--- src/rtl/cu_phase_ctrl.sv ---
// rtl/cu_phase_ctrl.sv - compute-unit phase sequencer for inference and training passes
// Optional CU_PHASE_PERF_EN adds the perfCycles busy-cycle counter port.
module cu_phase_ctrl #(
  parameter int SysDimension = 16,
  parameter int NumLayers    = 3,
  parameter int cntWidth     = 16
) (
  input  logic                clk,
  input  logic                rst,
  input  logic                start,
  input  logic                mode,
  input  logic [cntWidth-1:0] streamLength,
  input  logic                halt,
  output logic                enable,
  output logic [1:0]          sel1,
  output logic [1:0]          sel2,
  output logic                enact,
  output logic                enactd,
  output logic                enwu,
  output logic                weightWriteEnableA,
  output logic [3:0]          layerIdx,
  output logic                busy,
`ifdef CU_PHASE_PERF_EN
  output logic [31:0]         perfCycles,
`endif
  output logic                done
);

  typedef enum logic [2:0] {IDLE, INF, FW, BW, WU, FIN} state_t;

  localparam logic [3:0] LastLayer = 4'(NumLayers - 1);

  state_t            state, state_nx;
  logic [3:0]        layer, layer_nx;
  // One bit wider than the length so len + fill/drain never wraps.
  logic [cntWidth:0] cnt, cnt_nx, plen_m1;
  logic [cntWidth-1:0] len_q;
  logic              phase_end, win_nx;
  logic [1:0]        code_nx;

  assign plen_m1   = {1'b0, len_q} + (cntWidth+1)'(SysDimension - 1);
  assign phase_end = (cnt == plen_m1);
  assign win_nx    = (cnt_nx >= (cntWidth+1)'(SysDimension));

  always_comb begin
    state_nx = state;
    layer_nx = layer;
    cnt_nx   = cnt;
    case (state)
      IDLE: begin
        if (start) begin
          state_nx = mode ? FW : INF;
          layer_nx = 4'd0;
          cnt_nx   = '0;
        end
      end
      FIN: begin
        state_nx = IDLE;
        layer_nx = 4'd0;
        cnt_nx   = '0;
      end
      default: begin
        if (halt) begin
          state_nx = IDLE;
          layer_nx = 4'd0;
          cnt_nx   = '0;
        end else if (!phase_end) begin
          cnt_nx = cnt + 1'b1;
        end else begin
          cnt_nx = '0;
          case (state)
            INF: begin
              if (layer == LastLayer) begin
                state_nx = FIN;
                layer_nx = 4'd0;
              end else begin
                layer_nx = layer + 4'd1;
              end
            end
            FW: begin
              if (layer == LastLayer) state_nx = BW;
              else                    layer_nx = layer + 4'd1;
            end
            // Layer 0 has no backward phase; weight update restarts from the top.
            BW: begin
              if (layer == 4'd1) begin
                state_nx = WU;
                layer_nx = LastLayer;
              end else begin
                layer_nx = layer - 4'd1;
              end
            end
            WU: begin
              if (layer == 4'd0) state_nx = FIN;
              else               layer_nx = layer - 4'd1;
            end
            default: ;
          endcase
        end
      end
    endcase
  end

  always_comb begin
    code_nx = 2'd0;
    case (state_nx)
      FW:      code_nx = 2'd1;
      BW:      code_nx = 2'd2;
      WU:      code_nx = 2'd3;
      default: code_nx = 2'd0;
    endcase
  end

  always_ff @(posedge clk or negedge rst) begin
    if (!rst) begin
      state              <= IDLE;
      layer              <= 4'd0;
      cnt                <= '0;
      len_q              <= '0;
      enable             <= 1'b0;
      sel1               <= 2'd0;
      sel2               <= 2'd0;
      enact              <= 1'b0;
      enactd             <= 1'b0;
      enwu               <= 1'b0;
      weightWriteEnableA <= 1'b0;
      layerIdx           <= 4'd0;
      busy               <= 1'b0;
      done               <= 1'b0;
    end else begin
      state    <= state_nx;
      layer    <= layer_nx;
      cnt      <= cnt_nx;
      if (state == IDLE && start)
        len_q <= (streamLength == '0) ? cntWidth'(1) : streamLength;
      // Outputs are registered from next-state values so they align with their state.
      enable             <= (state_nx inside {INF, FW, BW, WU});
      sel1               <= code_nx;
      sel2               <= code_nx;
      enact              <= (state_nx == INF || state_nx == FW) && win_nx;
      enactd             <= (state_nx == BW) && win_nx;
      enwu               <= (state_nx == WU) && win_nx;
      weightWriteEnableA <= enwu;
      layerIdx           <= layer_nx;
      busy               <= (state_nx != IDLE);
      done               <= (state_nx == FIN);
    end
  end

`ifdef CU_PHASE_PERF_EN
  always_ff @(posedge clk or negedge rst) begin
    if (!rst)
      perfCycles <= 32'd0;
    else if (state == IDLE && start)
      perfCycles <= 32'd0;
    else if (busy && perfCycles != 32'hFFFF_FFFF)
      perfCycles <= perfCycles + 32'd1;
  end
`endif

endmodule

--- config.mk ---
export PLATFORM = sky130hd
export DESIGN_NAME = cu_phase_ctrl
export DESIGN_NICKNAME = d
export VERILOG_FILES = /design/src/rtl/cu_phase_ctrl.sv
export SDC_FILE = /design/constraint.sdc
export NUM_CORES = 1
export LEC_CHECK = 0
export ABC_AREA = 1
export CORE_ASPECT_RATIO = 1.75
export CORE_MARGIN = 1
export CORE_UTILIZATION = 45
export CTS_CLUSTER_DIAMETER = 50
export CTS_CLUSTER_SIZE = 20
export DETAILED_ROUTE_END_ITERATION = 16
export DONT_BUFFER_PORTS = 1
export PLACE_DENSITY = 0.62
export SLEW_MARGIN = 15
export SYNTH_ARGS = -nofsm -noshare
export SYNTH_HDL_FRONTEND = slang
export SYNTH_SLANG_ARGS = --single-unit
--- constraint.sdc ---
create_clock -name clk -period 3.5 [get_ports clk]
set_clock_uncertainty 0.05 [all_clocks]
set_input_delay 0.525 -clock clk [delete_from_list [all_inputs] [get_ports clk]]
set_output_delay 0.525 -clock clk [all_outputs]
set_load 0.005 [all_outputs]
==> results of run 1 <==
==> metal layers <==
metal	track usage (%)	wire length [um]	vias up
met2	45.9	4700	49
met3	3.84	196	23
met5	0	0	-
li1	-	-	1463
met4	12.9	332	0
met1	22.9	2900	1383
==> worst paths after layout <==
path | slack, ps | to | cells after the start
max reg2reg | 770 | enable | 17
min | 20 | cnt[2] | 1
min in group clk | 320 | len_q[15] | 2
max | 770 | enable | 17
min reg2reg | 360 | weightWriteEnableA | 0
max in group asynchronous | 3150 | cnt[4] | 1
==> area by class of cell <==
cell class / instances / area (sq um) / area share [%]
clock buffers: 5 / 125 / 3.48
clock inverters: 3 / 46.3 / 1.29
inverters: 55 / 206 / 5.74
multi-input cells: 342 / 1850 / 51.3
flip-flops and latches: 49 / 1230 / 34.1
well taps: 86 / 108 / 2.99
repair buffers: 3 / 42.5 / 1.18
==> power by group through the flow <==
stage               Combinational [mW]  Sequential (mW)  Clock [mW]
CTS                              0.581            0.778       0.567
floorplan                        0.471            0.743           0
finish                           0.577            0.777       0.561
global route                     0.677            0.793       0.585
detailed placement               0.563            0.788           0
global placement                 0.551            0.788           0
==> cell families after synthesis <==
| group | after synthesis | share of synthesized area (%) |
|---|---|---|
| AOI/OAI and AO/OA | 32 | 5.51 |
| and+or+nand+nor | 269 | 37.9 |
| adders and majority gates | 6 | 2.25 |
| DFF | 49 | 36.7 |
| buffers and inverters | 66 | 7.95 |
| xor gates and xnor gates | 29 | 7.61 |
| muxes | 6 | 2.02 |
==> registers in the layout, summed over array words and instances, names as in the netlist <==
signal / count
cnt: 17
len_q: 16
layer: 4
state: 3
sel2: 2
busy: 1
done: 1
enable: 1
enact: 1
enactd: 1
enwu: 1
weightWriteEnableA: 1
==> placed cells by master (no fill, tap or decap), types with 7 or more instances in the layout <==
master | synthesis | layout
nand2_1 | 139 | 139
inv_1 | 51 | 51
dfrtp_1 | 49 | 49
nand3_1 | 43 | 43
nor2_1 | 37 | 37
xor2_1 | 19 | 19
a21oi_1 | 13 | 13
xnor2_1 | 10 | 10
nand4_1 | 10 | 10
nand2_2 | 7 | 7
==> worst register-to-register path: cells and delay by family, from the launching register on <==
kind / cells / cell delay (ps)
adders and majority gates: 1 / 250
buffers and inverters: 1 / 100
DFF: 1 / 340
and+or+nand+nor: 15 / 1870
==> per-stage QoR <==
step	hold WS [ps]	worst slack [ps]	power [mW]	instance area [sq um]
after floorplan	179	1110	1.21	3340
after global placement	181	806	1.34	3400
after detailed placement	180	757	1.35	3400
after CTS	42.4	735	1.93	3600
after global routing	41.9	390	2.05	3600
final	15.4	771	1.92	3600
==> metrics.txt, run 1 <==
outcome=finished, final reports clean; Main synth FF type=dfrtp_1; largest area contributor in the netlist=dfrtp_1; asr flop ratio synth=100%; pin count of the biggest net entering global routing=50; Comb power frac=between 30% and 40%; Root Buffer=clkbuf_16; Worst Hold Class=primary input to asynchronous set/reset pin; clock latency at the later pin of the worst-skew pair=290 ps; register area share after synthesis=a little under two fifths; largest incremental delay on the critical path=between 300 and 400 ps; Syn. warnings=0; maxcap violations=0; R2R Path Start=len_q[0]; port buffer count=0; most frequent cell after synthesis=nand2_1; Pint=1.20 mW; Fin. Hold Viols=0; Cells after Synth=457; register share of total power=about two fifths; GRT Total Usage=a little under a quarter; CTS max path bufs=2; hold_buf cts=1; post-CTS sizing=0; clock share of power=29.3%; top-area cell type share of the netlist area=36.7%; first-pass GRT wire length=13900 um; Period minus WS final=~2700 ps; period utilization=78.0%; CP Capture Type=flip-flop; Sink Count=49; Synth Cell Area=0.00334 sq mm; Slew Limit Fails=0; sw power=a little over 700 uW; TritonCTS clock tree=done; setup_tns=0 ps; Worst Path Max Fanout=19; fin util=between 50% and 60%; WL per Instance=15.0 um; Pre-antenna DRT Iters=4; vias in the first global route=3126; Placed Instances=534; Critical Path Start=len_q[0]; Cell Chain, Critical Path=inv_1 -> ha_1 -> or2_2 -> nand2_1 -> nand2_1 -> nand2_1 -> nand3_1 -> nor2_1 -> nand3_1 -> nor2_4 -> nand3_4 -> nand2_1 -> nand3_1 -> nand2_1 -> nor2_1 -> nor2_1 -> nand2_1; CP Class=flip-flop to flip-flop; # fillers=738; Die Width=67.1 um; Worst-path clk slew=70 ps; Die Y=between 100 and 150 um; unrepaired setup endpoints after global routing=false; GRT Residual Overflow=0; ant diodes=0; CP Buf/Inv Count=1; number of antenna violations at the first check in global routing=0; worst slew pin tran=594 ps; Final nets=483; syn_nets=484; Cell Count, Final, Fillers Out=about 540; Syn Area/Cell=7.30 sq um; cell family with most CP delay=simple AND/OR/NAND/NOR gates; share of cells above drive strength 1=9.85%; H-tree depth=2; routability congestion estimate=roughly 0.9; via/cell ratio=roughly 5.4; Max-slew headroom=60.3%; CP Launch Type=flip-flop; Final HPWL DP=~6300 um; switch share=37.2%; Via Count=2918; Most common cell on crit path=nand2_1; largest cells by area after synthesis=dfrtp_1, nand2_1, nand3_1; initial core utilization=46.5%; post-CTS setup buffer count=0; Synth cell types=35; Required @ worst endpoint=3640 ps; Static Leak=1.83 nW; Layout Area Growth over Synthesis=7.87%; commonest cells in the netlist=nand2_1, inv_1, dfrtp_1; Antenna Nets Post-Route=0; die area=0.00778 sq mm; 1st-iter DRT viols=181; Seq cells post-synth=just under 50; DRC Markers=0; TritonCTS Buffers=5; Power Density=around 530 mW/mm^2; CORE AREA=0.00718 sq mm; Worst VDD drop=0.273 mV; final setup vio count=0; Post-synth EDFFs=0; WP data arrival=2860 ps; # rows=41; IO Pins=36; Max Fclk=0.366 GHz; Critical-path top delay cell=dfrtp_1; DRT Wirelength=8140 um
Note: power is estimated with default switching activity, not from simulation.
==> inputs of run 2 (changes only) <==
- PLACE_DENSITY: 0.62 -> 0.64
- clock period: 3.5 -> 2.4 ns (I/O delays scaled with it)
==> run 2 against run 1 <==
Compared with the run above: the flow now finishes with violations (negative setup slack); core utilization is 8.4 points higher; combinational power rose by 100%; clock power rose by 45%; global-route usage up 2.1 points; design area grew 17%; via count increased by 9.8%; non-clock buffer count rose by 49; die area stayed put; worst setup slack worse by 880 ps.
==> metrics.txt, run 2 (synthesized netlist as in run 1, its figures left out) <==
IO Pins=36 (unchanged); Period minus WS final=2510 ps (-219 ps); max FFs per register=17 (unchanged); period utilization=105% (+27 points); TritonCTS Buffers=5 (unchanged); cell area after placement=0.00367 sq mm (+7.9%); Required @ worst endpoint=2580 ps (-1060 ps); reg2reg end=enwu; CP Launch Type=flip-flop; Critical Path Start=len_q[2]; wl on met1=3160 um (+8.9%); maxcap violations=0 (unchanged); Static Leak=2.11 nW (+16%); port buffer count=0 (unchanged); routability congestion estimate=0.895 (+0.77%); share of cells above drive strength 1=25.4% (+16 points); Reg2Reg Depth=14 (-3); overall power=3.08 mW (+61%); Die Width=67.1 um (unchanged); pre-CTS WS=-201 ps (-958 ps); finished layout cell area=0.00420 sq mm (+17%); metal3 WL=201 um (+2.6%); vias in the first global route=3393 (+8.5%); GRT Residual Overflow=0 (unchanged); commonest non-fill, non-tap cell in the layout=nand2_1; WP data arrival=2690 ps (-170 ps); largest registers=cnt: 17 flops, len_q: 16 flops, layer: 4 flops; Pre-antenna DRT Iters=4 (unchanged); ant diodes=0 (unchanged); worst slew pin tran=408 ps (-186 ps); DRT Wirelength=9070 um (+11%); TritonCTS clock tree=done; R2R setup slack=-110 ps (-880 ps); Worst Path Max Fanout=7 (-12); Die Y=116 um (unchanged); H-tree depth=2 (unchanged); unrepaired setup endpoints after global routing=true; Slew Limit Fails=0 (unchanged); final setup vio count=8 (+8); Sink Count=49 (unchanged); met2 routed WL=5280 um (+12%); Final nets=534 (+11%); outcome=finished with violations; CP Capture Type=flip-flop; Critical Path End=enwu; setup ws final=-110 ps (-881 ps); Power Density=734 mW/mm^2 (+38%); CORE AREA=0.00718 sq mm (unchanged); fin util=58.5% (+8.4 points); first-pass GRT wire length=15100 um (+8.4%); initial core utilization=46.5% (unchanged); Worst-path clk slew=70 ps (about the same); via/cell ratio=5.39 (+0.37%); Via Count=3204 (+9.8%); Final HPWL DP=6640 um (+5.5%); Worst Hold Class=primary input to flip-flop; CP Class=flip-flop to flip-flop; Worst VDD drop=0.475 mV (+74%); # rows=41 (unchanged); 1st-iter DRT viols=119 (-34%); die area=0.00778 sq mm (unchanged); Max-slew headroom=72.8% (+13 points); Layout Area Growth over Synthesis=25.9%; setup_tns=-670 ps (-670 ps); Hold Slack=150 ps (+134 ps); CTS max path bufs=2 (unchanged); Placed Instances=570 (+6.7%); Root Buffer=clkbuf_16; clock latency at the later pin of the worst-skew pair=290 ps (about the same); WL per Instance=15.3 um (+1.9%); DR top layer=met4; R2R Path Start=len_q[2]; highest-count cells in the layout ignoring fill and taps=nand2_1, dfrtp_1, inv_1; Cell Count, Final, Fillers Out=594 (+9.4%); DRC Markers=0 (unchanged); Fin. Hold Viols=0 (unchanged); GRT Total Usage=25.9% (+2.1 points); pin count of the biggest net entering global routing=50 (unchanged); Antenna Nets Post-Route=0 (unchanged); number of antenna violations at the first check in global routing=0 (unchanged); Largest Register=cnt; failing checks=negative setup slack; Max Fclk=0.398 GHz (+8.7%)
## run 2: critical path, cell delays in order, from the launching register on
cell	delay [ps]
dfrtp_1	430
nor2_2	200
nand3_4	140
nand2_1	130
nand2_1	100
nand3_1	80
nand4_1	160
nor2_4	230
buf_12	140
nand4_1	180
a21oi_2	230
nand3_2	80
nor2_2	130
inv_2	50
a21oi_2	100
## run 2: timing repair
action	4_1_cts	5_1_grt
hold buffers	2	0
endpoints found under the setup margin	13	21
setup buffers	11	2
gates cloned	2	0
resized for setup	27	26
endpoints found under the hold margin	49	0
pin swaps	24	13
## run 2: final cells by class
class,instances,area [sq um]
Fill cell,689,2980
Sequential cell,49,1230
Clock buffer,5,125
Clock inverter,3,46.3
Tap cell,86,108
Timing Repair Buffer,52,449
Inverter,55,209
Multi-Input combinational cell,344,2040
## run 2: per-layer routing
metal	up-vias	GRT usage [%]
met5	-	0
met4	0	15.0
met3	33	3.25
met2	65	49.9
met1	1532	25.0
li1	1574	-
## run 2: worst min-delay path by stage
stage | start | end | slack (ps) | cells past startpoint
final | streamLength[14] | len_q[14] | 150 | 2
after detailed placement | rst | len_q[3] | 20 | 0
after floorplan | rst | busy | 10 | 0
after global routing | streamLength[6] | len_q[6] | 160 | 1
after CTS | streamLength[14] | len_q[14] | 150 | 2
after global placement | rst | len_q[3] | 20 | 0
## run 2: where the power goes
group,leakage [nW],internal [mW],switching (mW)
Combinational,1.39,0.484,0.683
Sequential,0.640,0.952,0.151
Clock,0.0800,0.493,0.320
